===== src/rtl/posit_arith_top.sv =====
// Pipelined posit adder/subtractor, latency 4, one operation per clock.
// Input register, then decode, align, add/normalize, encode/round stages.
module posit_arith_top #(
  parameter int posit_width = 8,
  parameter int es = 1
) (
  input  logic                   clk,
  input  logic                   reset,
  input  logic                   start,
  input  logic [1:0]             opcode,
  input  logic [posit_width-1:0] a,
  input  logic [posit_width-1:0] b,
  output logic                   done,
  output logic                   zero,
  output logic [posit_width-1:0] result
);

  localparam int N  = posit_width;
  localparam int F  = N - 1;
  localparam int EW = (es > 0) ? es : 1;
  localparam int W  = N + 3;
  localparam int SW = 12;
  localparam int FW = 1 + EW + W + N;
  localparam logic [N-1:0] NAR = {1'b1, {F{1'b0}}};
  localparam logic signed [SW-1:0] KMAX = SW'(N - 2);

  typedef struct packed {
    logic          sgn;
    logic [SW-1:0] scl;
    logic [N-1:0]  man;
  } dec_t;

  function automatic dec_t decode(input logic [N-1:0] p);
    dec_t d;
    logic [F-1:0] rem;
    logic [F-1:0] sh;
    logic [EW-1:0] ex;
    logic [SW-1:0] k;
    logic run;
    int m;
    rem = F'(p[N-1] ? -p : p);
    m = 0;
    run = 1'b1;
    for (int i = F - 1; i >= 0; i--) begin
      if (run && rem[i] == rem[F-1]) m = m + 1;
      else run = 1'b0;
    end
    sh = rem << (m + 1);
    ex = sh[F-1 -: EW] >> (EW - es);
    k = rem[F-1] ? SW'(m - 1) : SW'(-m);
    d.sgn = p[N-1];
    d.scl = (k << es) + SW'(ex);
    d.man = {1'b1, F'(sh << es)};
    return d;
  endfunction

  logic          p0_v;
  logic [1:0]    p0_op;
  logic [N-1:0]  p0_a;
  logic [N-1:0]  p0_b;

  logic          p1_v;
  logic          p1_spec;
  logic [N-1:0]  p1_val;
  dec_t          p1_a;
  dec_t          p1_b;

  logic          p2_v;
  logic          p2_spec;
  logic [N-1:0]  p2_val;
  logic          p2_sgn;
  logic          p2_sub;
  logic [SW-1:0] p2_scl;
  logic [W-1:0]  p2_ml;
  logic [W-1:0]  p2_ms;

  logic          p3_v;
  logic          p3_spec;
  logic [N-1:0]  p3_val;
  logic          p3_sgn;
  logic          p3_zero;
  logic [SW-1:0] p3_scl;
  logic [W-1:0]  p3_fr;

  // decode
  logic [N-1:0] b_eff;
  logic         bad;
  logic         s1_spec;
  logic [N-1:0] s1_val;

  assign b_eff = (p0_op == 2'b01) ? -p0_b : p0_b;
  assign bad = p0_op[1] | (p0_a == NAR) | (b_eff == NAR);
  assign s1_spec = bad | (p0_a == '0) | (b_eff == '0);
  assign s1_val = bad ? NAR : ((p0_a == '0) ? b_eff : p0_a);

  // compare/swap and align
  dec_t          lg;
  dec_t          sm;
  logic          swap;
  logic [SW-1:0] dif;
  logic [2*W-1:0] ext;
  logic [W-1:0]  al;
  logic          stk;

  always_comb begin
    swap = ($signed(p1_b.scl) > $signed(p1_a.scl)) ||
           (p1_b.scl == p1_a.scl && p1_b.man > p1_a.man);
    lg = swap ? p1_b : p1_a;
    sm = swap ? p1_a : p1_b;
    dif = lg.scl - sm.scl;
    ext = {sm.man, 3'b000, {W{1'b0}}} >> dif;
    al = ext[2*W-1 -: W];
    stk = |ext[W-1:0];
    if (dif >= SW'(W)) begin
      al = '0;
      stk = 1'b1;
    end
  end

  // add/sub and normalize
  logic [W:0]    sum;
  logic [SW-1:0] lz;
  logic          found;
  logic [SW-1:0] scl3;
  logic [W-1:0]  fr3;

  always_comb begin
    sum = p2_sub ? ({1'b0, p2_ml} - {1'b0, p2_ms})
                 : ({1'b0, p2_ml} + {1'b0, p2_ms});
    lz = '0;
    found = 1'b0;
    for (int i = W; i >= 0; i--) begin
      if (!found && sum[i]) begin
        found = 1'b1;
        lz = SW'(W - i);
      end
    end
    fr3 = W'(sum << lz);
    scl3 = p2_scl + SW'(1) - lz;
  end

  // encode and round on the bit pattern
  logic signed [SW-1:0] k4;
  logic [EW-1:0]  e4;
  logic           term;
  logic [SW-1:0]  rs;
  logic [EW+W-1:0] tail;
  logic [FW-1:0]  vv;
  logic [F-1:0]   pat;
  logic [F-1:0]   pr;
  logic           g;
  logic           st;
  logic [N-1:0]   mag;
  logic [N-1:0]   res_n;

  always_comb begin
    k4 = $signed(p3_scl) >>> es;
    e4 = EW'(p3_scl) & EW'((1 << es) - 1);
    term = k4[SW-1];
    rs = term ? -k4 : k4 + SW'(1);
    tail = {e4, p3_fr} << (EW - es);
    vv = {term, tail, {N{1'b0}}} >> rs;
    if (!term) vv = vv | ~({FW{1'b1}} >> rs);
    pat = vv[FW-1 -: F];
    g = vv[FW-1-F];
    st = |vv[FW-2-F:0];
    pr = pat + F'(g & (pat[0] | st));
    if (p3_zero) mag = '0;
    else if (k4 >= KMAX) mag = {1'b0, {F{1'b1}}};
    else if (k4 < -KMAX) mag = N'(1);
    else mag = {1'b0, pr};
    res_n = p3_spec ? p3_val : (p3_sgn ? -mag : mag);
  end

  always_ff @(posedge clk) begin
    if (reset) begin
      p0_v <= 1'b0;
      p0_op <= '0;
      p0_a <= '0;
      p0_b <= '0;
      p1_v <= 1'b0;
      p1_spec <= 1'b0;
      p1_val <= '0;
      p1_a <= '0;
      p1_b <= '0;
      p2_v <= 1'b0;
      p2_spec <= 1'b0;
      p2_val <= '0;
      p2_sgn <= 1'b0;
      p2_sub <= 1'b0;
      p2_scl <= '0;
      p2_ml <= '0;
      p2_ms <= '0;
      p3_v <= 1'b0;
      p3_spec <= 1'b0;
      p3_val <= '0;
      p3_sgn <= 1'b0;
      p3_zero <= 1'b0;
      p3_scl <= '0;
      p3_fr <= '0;
      done <= 1'b0;
      zero <= 1'b0;
      result <= '0;
    end else begin
      p0_v <= start;
      p0_op <= opcode;
      p0_a <= a;
      p0_b <= b;
      p1_v <= p0_v;
      p1_spec <= s1_spec;
      p1_val <= s1_val;
      p1_a <= decode(p0_a);
      p1_b <= decode(b_eff);
      p2_v <= p1_v;
      p2_spec <= p1_spec;
      p2_val <= p1_val;
      p2_sgn <= lg.sgn;
      p2_sub <= lg.sgn ^ sm.sgn;
      p2_scl <= lg.scl;
      p2_ml <= {lg.man, 3'b000};
      p2_ms <= al | W'(stk);
      p3_v <= p2_v;
      p3_spec <= p2_spec;
      p3_val <= p2_val;
      p3_sgn <= p2_sgn;
      p3_zero <= (sum == '0);
      p3_scl <= scl3;
      p3_fr <= fr3;
      done <= p3_v;
      zero <= (res_n == '0);
      result <= res_n;
    end
  end

endmodule


===== config.mk =====
export PLATFORM = sky130hd
export DESIGN_NAME = posit_arith_top
export DESIGN_NICKNAME = d
export VERILOG_FILES = /design/src/rtl/posit_arith_top.sv
export SDC_FILE = /design/constraint.sdc
export NUM_CORES = 1
export LEC_CHECK = 0
export BUFFER_PORTS_ARGS = -buffer_cell sky130_fd_sc_hd__buf_2
export CAP_MARGIN = 20
export CORE_AREA = 2 2 144 118
export DETAILED_ROUTE_END_ITERATION = 10
export DIE_AREA = 0 0 146 120
export HOLD_SLACK_MARGIN = 0.1
export PLACE_DENSITY = 0.82
export SETUP_SLACK_MARGIN = 0.4
export SYNTH_ARGS = -nofsm -noshare
export SYNTH_HDL_FRONTEND = slang
export SYNTH_SLANG_ARGS = --single-unit

===== constraint.sdc =====
create_clock -name clk -period 7.6 [get_ports clk]
set_input_delay 1.14 -clock clk [delete_from_list [all_inputs] [get_ports clk]]
set_output_delay 1.14 -clock clk [all_outputs]
set_load 0.01 [all_outputs]

==> metrics.txt, run 1 <==
run status=complete, no violations; reg-to-reg endpoint=p3_scl[11]; Setup TNS Final=0 ps; nets=1458; io pins=31; Core Util, Final=71.52%; Setup CP Type=reg2reg; skew final=~11 ps; gpl congestion=0.9556; Crit path arrival time=5960 ps; first-pass GRT wire length=42.55 mm; Register-to-Register Path Depth=27; dpl cell area=0.01099 mm²; met3 WL=1.503 mm; Hold WS=434.3 ps; wire length per cell=15.78 µm; First-pass DRT Iterations=6; die width=between 100 and 150 µm; Most common cell on crit path=o21ai_0; vias=9772; CTS Buffer Depth=2; CP Capture Type=register; cell total after placement=1571; ANT nets after route=0; Final Slew Violations=0; CTS tree=done; Seq/Total Area, Yosys=28.11%; DIE AREA=0.01752 mm²; Max stage delay on crit path=740 ps; Critical R2R Launch=p2_ms[0]; Crit Path Max Fanout=14; min cycle time layout=5670 ps; final cell count without fillers=1603; Final HPWL DP=18.43 mm; power per cell area=between 400 and 500 mW/mm²; Least-Margin Pin Slew=about 930 ps; DR top layer=met4; layout cells sized above 1=under 10%; FFs w/ async S/R, synth=0%; met2 wire length=11.67 mm; max_cap viols=0; drt initial violations=992; Leak=4.758 nW; final worst-path cycle share=between 70% and 80%; # hold bufs at CTS=0; initial antenna violation count=0; CORE AREA=0.01619 mm²; VDD IR-drop max=0.2188 mV; Hold Crit Class=reg2reg; total CTS buffers=17; Distinct cells, synth=92; fmax=176.4 MHz; Slew HR=37.40%; routed vias/inst=6.096; clock slew at reported path FFs=70 ps; final hold vios=0; Yosys warning total=0; Die Y=120 µm; Starting Density=66.88%; Total Wirelength=25.29 mm; Post-Syn Instances=1385; flops & latches, synth=152; P&R area growth vs syn=6.947%; vias in the first global route=8950; CP required=7890 ps; Setup Buffers After CTS=0; row count=42; IO Port Bufs=30; largest net degree at the start of global routing=between 60 and 70; Antenna diodes=0; total global-route track usage=29.17%; drc violations=0; Synth Net Count=~1500; Overflow after GRT=0; cts repair resizes=0; fin area=0.01158 mm²; H-tree levels=4; RSZ-0062 raised after global routing=no; clk sink count=between 150 and 200; EDFF count, synth=0; Root Buffer=clkbuf_16; Avg Cell Area, Syn=7.815 µm²; Critical Path Start Type=register; Crit-path slowest cell=a211oi_2; Worst R2R Setup Slack=about 1900 ps; Crit. Startpoint=p2_ms[0]; clock latency on the worst-skew pair=430 ps; endpoints failing setup=0; Syn Std Cell Area=around 0.011 mm²; Top FF cell, synth=dfxtp_1; worst setup path endpoint=p3_scl[11]; M1 WL=between 10 and 15 mm
critical path, delay by kind of cell (launching register included):
family,cells,cell delay (ps)
buf+inv,3,290
flops,1,360
xor+xnor,2,570
fa+ha+maj,4,1120
compound gates,12,2310
simple gates,6,870
stage by stage:
step | power, mW | worst slack [ps]
after floorplan | 3.500 | 2702
after global placement | 3.985 | 2335
after detailed placement | 4.040 | 2097
after CTS | 4.899 | 2028
after global routing | 5.339 | 1390
final | 4.948 | 1930
placed cells by master (no fill, tap or decap), types with 10 or more instances in the layout:
master	count
a21o_1	19
nand4_1	14
nand2_1	109
nor3_1	42
o21ai_0	50
a211oi_1	16
o21a_1	16
mux2i_1	44
clkbuf_16	17
o31ai_1	10
and3_1	15
xor2_1	15
a31oi_1	11
xnor2_1	49
nand3_1	23
buf_2	29
and2_1	16
nor2b_1	76
dfxtp_1	152
nor4_1	12
o211ai_1	14
a21oi_1	118
ha_1	65
inv_1	89
nor2_1	141
nand2b_1	25
o22ai_1	10
flip-flops by register name, indices dropped and copies added, names as in the netlist, 8 cells and up:
| register | count |
|---|---|
| p2_scl | 11 |
| p2_ms | 11 |
| p2_val | 8 |
| p0_b | 8 |
| result | 8 |
| p3_fr | 11 |
| p0_a | 8 |
| p3_scl | 12 |
| p3_val | 8 |
| p1_a | 19 |
| p1_b | 18 |
| p1_val | 8 |
layer usage:
| layer | up-vias | global-route usage, % |
|---|---|---|
| met1 | 4525 | 40.32 |
| met3 | 37 | 4.753 |
| met5 | - | 0 |
| met2 | 329 | 47.44 |
| met4 | 0 | 8.252 |
| li1 | 4881 | - |
synth_stat cells (all sizes together), types with 43 or more instances:
| cell type | number | share of area, % |
|---|---|---|
| clkbuf | 50 | 1.8 |
| a21oi | 118 | 5.5 |
| nor2 | 141 | 4.9 |
| o21ai | 55 | 2.5 |
| ha | 65 | 7.5 |
| nor2b | 76 | 4.4 |
| inv | 89 | 3.1 |
| mux2i | 44 | 4.1 |
| nand2 | 109 | 3.8 |
| dfxtp | 152 | 28 |
| xnor2 | 51 | 4.3 |
| nor3 | 43 | 2.0 |
worst min-delay path by stage:
stage / endpoint / startpoint / slack, ps / depth (start not counted)
2_1_floorplan: done / p3_v / 410 / 1
5_1_grt: p3_val[4] / p2_val[4] / 460 / 1
4_1_cts: p3_val[3] / p2_val[3] / 440 / 1
3_5_place_dp: p3_val[3] / p2_val[3] / 420 / 1
3_3_place_gp: p2_val[6] / p1_val[6] / 420 / 1
6_report: p3_val[3] / p2_val[3] / 430 / 1
logic make-up (layout without fill, tap and decap cells):
kind of cell,Yosys count,in the layout,share of synthesized area (%)
buffers and inverters,160,158,5.941
and+or+nand+nor,524,524,24.63
adders and majority gates,67,67,7.883
muxes,55,55,5.421
DFF,152,152,28.11
xor gates and xnor gates,67,67,5.629
AOI/OAI and AO/OA,360,360,22.38
layout make-up:
| type | count | area, µm² |
|---|---|---|
| tap | 220 | 275.3 |
| timing repair buffer | 36 | 197.7 |
| clock inverter | 14 | 155.1 |
| fill | 1347 | 4609 |
| inverter | 90 | 337.8 |
| multi-input combinational | 1073 | 7138 |
| sequential | 152 | 3043 |
| clock buffer | 18 | 429.2 |
report_power, final:
part	switching [mW]	internal, mW
clock	0.364	0.466
sequential	0.196	0.956
combinational	1.78	1.18
total	2.34	2.60
Note: power is estimated with default switching activity, not from simulation.
==> inputs of run 2 (changes only) <==
Settings changed: CORE_AREA 2 2 144 118 to 2 2 149 122, DIE_AREA 0 0 146 120 to 0 0 151 124, PLACE_DENSITY 0.82 to 0.77.
Clock period 7.6 ns to 5.5 ns, I/O delays scaled along.
==> run 2 against run 1 <==
  * Combinational power grew 44%
  * Global-route usage is 2.1 points lower
  * Core utilization fell by 1.4 points
  * First-iteration DRC count fell by 16%
  * Setup slack worse by 1200 ps
  * Largest power group unchanged
==> metrics.txt, run 2 (same netlist as run 1, synthesis figures left out) <==
initial antenna violation count=0 (unchanged); Die Y=124 µm (was 120 µm); ANT nets after route=0 (unchanged); Final HPWL DP=18.51 mm (was 18.43 mm); CORE AREA=0.01711 mm² (was 0.01619 mm²); run status=complete, no violations (unchanged); CP required=5800 ps (was 7890 ps); fin area=0.01199 mm² (was 0.01158 mm²); power per cell area=587.2 mW/mm² (was 427.4 mW/mm²); row count=43 (was 42); skew final=17.14 ps (was 11.23 ps); Register-to-Register Path Depth=17 (was 27); biggest regs=p1_a (19), p1_b (18), p3_scl (12) (unchanged); # hold bufs at CTS=0 (unchanged); io pins=31 (unchanged); H-tree levels=4 (unchanged); clock slew at reported path FFs=70 ps (about the same); final hold vios=0 (unchanged); drt initial violations=836 (was 992); drc violations=0 (unchanged); First-pass DRT Iterations=7 (was 6); routed vias/inst=5.986 (was 6.096); final cell count without fillers=1629 (was 1603); layout cells sized above 1=12.32% (was 7.881%); Core Util, Final=70.10% (was 71.52%); IO Port Bufs=30 (unchanged); total power draw=7.043 mW (was 4.948 mW); Worst R2R Setup Slack=700 ps (was 1930 ps); Crit path arrival time=5090 ps (was 5960 ps); endpoints failing setup=0 (unchanged); total global-route track usage=27.11% (was 29.17%); Setup TNS Final=0 ps (unchanged); Critical R2R Launch=p0_b[0] (was p2_ms[0]); total CTS buffers=17 (unchanged); Overflow after GRT=0 (unchanged); die width=151 µm (was 146 µm); Setup CP Type=reg2reg (unchanged); Starting Density=63.27% (was 66.88%); VDD IR-drop max=0.2988 mV (was 0.2188 mV); CP Capture Type=register (unchanged); clock latency on the worst-skew pair=440 ps (was 430 ps); Root Buffer=clkbuf_16 (unchanged); worst setup path endpoint=p1_b[6] (was p3_scl[11]); gpl congestion=0.9323 (was 0.9556); fmax=208.5 MHz (was 176.4 MHz); Hold Crit Class=reg2reg (unchanged); Total Wirelength=25.57 mm (was 25.29 mm); Crit Path Max Fanout=13 (was 14); Slew HR=27.46% (was 37.40%); final worst-path cycle share=87.20% (was 74.60%); most frequent cells in the layout=dfxtp_1 (149), nor2_1 (138), a21oi_1 (112), nand2_1 (109), inv_1 (87) (was dfxtp_1 (152), nor2_1 (141), a21oi_1 (118), nand2_1 (109), inv_1 (89)); vias=9752 (was 9772); DIE AREA=0.01872 mm² (was 0.01752 mm²); CTS tree=done (unchanged); first-pass GRT wire length=40.93 mm (was 42.55 mm); Antenna diodes=0 (unchanged); largest register by flop count=p1_a (unchanged); cell total after placement=1589 (was 1571); clk sink count=152 (unchanged); min cycle time layout=4796 ps (was 5670 ps); wire length per cell=15.70 µm (was 15.78 µm); reg-to-reg endpoint=p1_b[6] (was p3_scl[11]); vias in the first global route=8506 (was 8950); Least-Margin Pin Slew=1078 ps (was 932.4 ps); RSZ-0062 raised after global routing=no (unchanged); most common cell after layout, fill and taps aside=dfxtp_1 (unchanged); nets=1479 (was 1458); largest net degree at the start of global routing=79 (was 66); Leak=4.927 nW (was 4.758 nW); Hold Path Origin=p2_val[1] (was p2_val[3]); dpl cell area=0.01110 mm² (was 0.01099 mm²); Crit. Startpoint=p0_b[0] (was p2_ms[0]); max_cap viols=0 (unchanged); Final Slew Violations=0 (unchanged); P&R area growth vs syn=10.81% (was 6.947%); max reg flops=19 (unchanged); CTS Buffer Depth=2 (unchanged); Critical Path Start Type=register (unchanged)
[run 2: cell count changes in the layout (fill, tap and decap cells not counted), sizes merged]
| cell | previous run | this run |
|---|---|---|
| buf | 36 | 57 |
| clkinvlp | 2 | 0 |
| bufinv | 1 | 0 |
| clkinv | 4 | 11 |
| inv | 97 | 94 |
| clkbuf | 18 | 17 |
[run 2: repair_timing]
action	in CTS	in global routing
pin swaps	0	10
buffers inserted	0	8
gates resized for setup	2	48
endpoints found under the setup margin	1	18
[run 2: final cells by class]
class | instances | area, µm²
clock inverters | 15 | 198.9
repair buffers | 57 | 355.3
multi-input cells | 1073 | 7348
inverters | 90 | 337.8
clock buffers | 17 | 425.4
well taps | 225 | 281.5
flip-flops and latches | 152 | 3047
fillers | 1392 | 5115
[run 2: report_power, final]
group          internal [mW]  switching (mW)  leakage (nW)
sequential              1.32           0.277          1.25
clock                  0.621           0.548         0.300
combinational           1.77            2.50          3.37
[run 2: critical path: stages, from the launching register on]
cell and delay, ps:
dfxtp_2 470, inv_1 140, ha_1 270, nor2b_2 200, a21oi_1 250, xnor2_1 170, or3_1 420, and2_2 310
nand2_1 150, o22ai_2 130, ha_1 340, a21o_1 190, ha_1 320, o22ai_2 270, ha_4 260, mux4_2 520
a22oi_1 200, nor2_1 50
[run 2: through the flow]
step | hold WS (ps) | setup WS, ps
3_3_place_gp | 414.7 | 418.6
6_report | 436.4 | 704.2
5_1_grt | 457.7 | 325.0
2_1_floorplan | 413.8 | 602.0
4_1_cts | 439.8 | 412.6
3_5_place_dp | 420.4 | 231.2
[run 2: how the worst min path moves through the flow]
stage / to / slack, ps / cells past startpoint
3_3_place_gp: p3_val[4] / 410 / 1
4_1_cts: p2_val[4] / 440 / 1
2_1_floorplan: done / 410 / 1
6_report: p3_val[1] / 440 / 1
3_5_place_dp: p2_val[2] / 420 / 1
5_1_grt: p3_val[4] / 460 / 1
[run 2: routing by layer]
metal	global-route usage, %	vias to the layer above	routed length, µm	share of wire, %
met4	6.600	0	289	1.1
li1	-	4930	-	-
met1	37.84	4512	12030	47
met2	43.52	286	11760	46
met3	5.092	24	1497	5.9
met5	0	-	0	0
==> inputs of run 3 (changes only) <==
Settings changed: CTS_BUF_LIST from default to sky130_fd_sc_hd__clkbuf_16, GPL_TIMING_DRIVEN from default to 0.
==> run 3 against run 2 <==
  * Clock skew decreased by 3.6 ps
  * Global-route usage increased by 2.9 points
  * Via count increased by 6.1%
  * Fmax decreased by 4.2%
  * Combinational power increased by 10%
  * Core utilization increased by 2.4 points
  * Final cell count increased by 4.1%
  * Clock power about the same
  * Setup slack got worse by 210 ps
  * Critical path depth increased by 14
  * Flip-flop and latch count unchanged
==> metrics.txt, run 3 (same netlist as run 1, synthesis figures left out) <==
run status=complete, no violations (unchanged); Leak=5.124 nW (was 4.927 nW); RSZ-0062 raised after global routing=yes (was no); min cycle time layout=5006 ps (was 4796 ps); largest register by flop count=p1_a (unchanged); die width=151 µm (unchanged); Root Buffer=clkbuf_16 (unchanged); final cell count without fillers=1695 (was 1629); Antenna diodes=0 (unchanged); most common cell after layout, fill and taps aside=dfxtp_1 (unchanged); Die Y=124 µm (unchanged); largest net degree at the start of global routing=17 (was 79); Core Util, Final=72.54% (was 70.10%); Overflow after GRT=0 (unchanged); Crit-path slowest cell=fa_2 (was mux4_2); final worst-path cycle share=91.02% (was 87.20%); P&R area growth vs syn=14.66% (was 10.81%); clock slew at reported path FFs=70 ps (about the same); max_cap viols=0 (unchanged); biggest regs=p1_a (19), p1_b (18), p3_scl (12) (unchanged); Clk pwr share=15.6% (was 16.6%); final hold vios=0 (unchanged); Internal=3.851 mW (was 3.714 mW); layout cells sized above 1=14.29% (was 12.32%); Max stage delay on crit path=420 ps (was 520 ps); ANT nets after route=0 (unchanged); Sw Pwr=3.521 mW (was 3.329 mW); VDD IR-drop max=0.3604 mV (was 0.2988 mV); # hold bufs at CTS=0 (unchanged); H-tree levels=4 (unchanged); First-pass DRT Iterations=6 (was 7); Slew HR=40.27% (was 27.46%); Most common cell on crit path=nor2_1 (was ha_1); worst hold stages=1 (unchanged); Crit path arrival time=5300 ps (was 5090 ps); CORE AREA=0.01711 mm² (unchanged); io pins=31 (unchanged); Setup CP Type=reg2reg (unchanged); Hold Crit Class=reg2reg (unchanged); nets=1545 (was 1479); CTS tree=done (unchanged); CP Capture Type=register (unchanged); CP required=5790 ps (was 5800 ps); Setup TNS Final=0 ps (unchanged); Final Slew Violations=0 (unchanged); fmax=199.7 MHz (was 208.5 MHz); Crit Path Max Fanout=10 (was 13); Final HPWL DP=20.70 mm (was 18.51 mm); drt initial violations=932 (was 836); row count=43 (unchanged); Critical Path Start Type=register (unchanged); dpl cell area=0.01126 mm² (was 0.01110 mm²); power per cell area=594.0 mW/mm² (was 587.2 mW/mm²); skew final=13.58 ps (was 17.14 ps); switching part of the total=47.76% (was 47.27%); most frequent cells in the layout=dfxtp_1 (149), nor2_1 (139), a21oi_1 (110), nand2_1 (109), inv_1 (87) (was dfxtp_1 (149), nor2_1 (138), a21oi_1 (112), nand2_1 (109), inv_1 (87)); total global-route track usage=30.00% (was 27.11%); sequential share of power=20.3% (was 22.7%); total CTS buffers=17 (unchanged); max reg flops=19 (unchanged); sequential cell area=0.003049 mm² (was 0.003047 mm²); DIE AREA=0.01872 mm² (unchanged); Comb pwr share=64.0% (was 60.7%); CTS Buffer Depth=2 (unchanged); gpl congestion=0.9565 (was 0.9323); clock latency on the worst-skew pair=430 ps (was 440 ps); total power draw=7.372 mW (was 7.043 mW); fin area=0.01241 mm² (was 0.01199 mm²); Starting Density=63.27% (unchanged); IO Port Bufs=30 (unchanged); vias in the first global route=9083 (was 8506); drc violations=0 (unchanged); Register-to-Register Path Depth=31 (was 17); endpoints failing setup=0 (unchanged); first-pass GRT wire length=44.72 mm (was 40.93 mm); Least-Margin Pin Slew=887.8 ps (was 1078 ps); Filler Cell Count=1356 (was 1392); cell total after placement=1640 (was 1589); vias=10350 (was 9752); wire length per cell=16.89 µm (was 15.70 µm); Total Wirelength=28.62 mm (was 25.57 mm); initial antenna violation count=0 (unchanged); clk sink count=152 (unchanged); Multi-input gate area=0.007491 mm² (was 0.007348 mm²); routed vias/inst=6.106 (was 5.986)
run 3: cell types whose count changed in the layout (fill, tap and decap cells not counted), sizes merged:
cell / delta
bufinv: +1
inv: +2
clkinv: -4
buf: +19
clkinvlp: +1
clkbuf: +47
run 3: critical path: cells and delay by family (launching register included):
family	cells	cell delay (ps)
and+or+nand+nor	11	1470
buffers and inverters	6	620
AOI/OAI and AO/OA	9	1240
xor gates and xnor gates	1	150
DFF	1	340
adders and majority gates	4	1030
run 3: final cells by class:
class | instances | area share [%]
multi-input combinational | 1073 | 60.36
sequential | 152 | 24.57
clock buffer | 17 | 3.428
inverter | 90 | 2.742
buffer | 70 | 2.712
timing repair buffer | 53 | 2.601
tap | 225 | 2.268
clock inverter | 15 | 1.321
run 3: layer usage:
metal	vias up	share of wire, %	global-route usage (%)
met5	-	0	0
met4	0	1.3	7.769
met3	43	7.3	5.714
met2	389	45	46.82
met1	4867	46	42.74
li1	5050	-	-
run 3: final timing paths:
| path | slack (ps) | start | end |
|---|---|---|---|
| worst max-delay path | 490 | p2_ms[5] | p3_scl[11] |
| worst min-delay path | 440 | p1_val[0] | p2_val[0] |
| worst max register to register | 490 | p2_ms[5] | p3_scl[11] |
| worst min register to register | 440 | p1_val[0] | p2_val[0] |
run 3: power by group through the flow:
stage / combinational, mW / sequential, mW / clock, mW
6_report: 4.72 / 1.50 / 1.15
4_1_cts: 4.36 / 1.49 / 1.16
3_3_place_gp: 4.16 / 1.51 / 0
3_5_place_dp: 4.23 / 1.52 / 0
5_1_grt: 5.15 / 1.52 / 1.21
2_1_floorplan: 3.37 / 1.47 / 0
run 3: what timing repair did:
| action | 4_1_cts | 5_1_grt |
|---|---|---|
| gates cloned | 0 | 0 |
| pin swaps | 7 | 25 |
| setup buffers | 4 | 19 |
| setup endpoints to repair | 7 | 44 |
| resized for setup | 31 | 68 |
run 3: stage by stage:
step                      setup WS (ps)  hold WS [ps]
final                             493.7         435.0
after global placement           -126.8         418.2
after global routing              213.0         456.8
after floorplan                   602.0         413.8
after detailed placement         -212.5         420.4
after CTS                         390.2         436.5
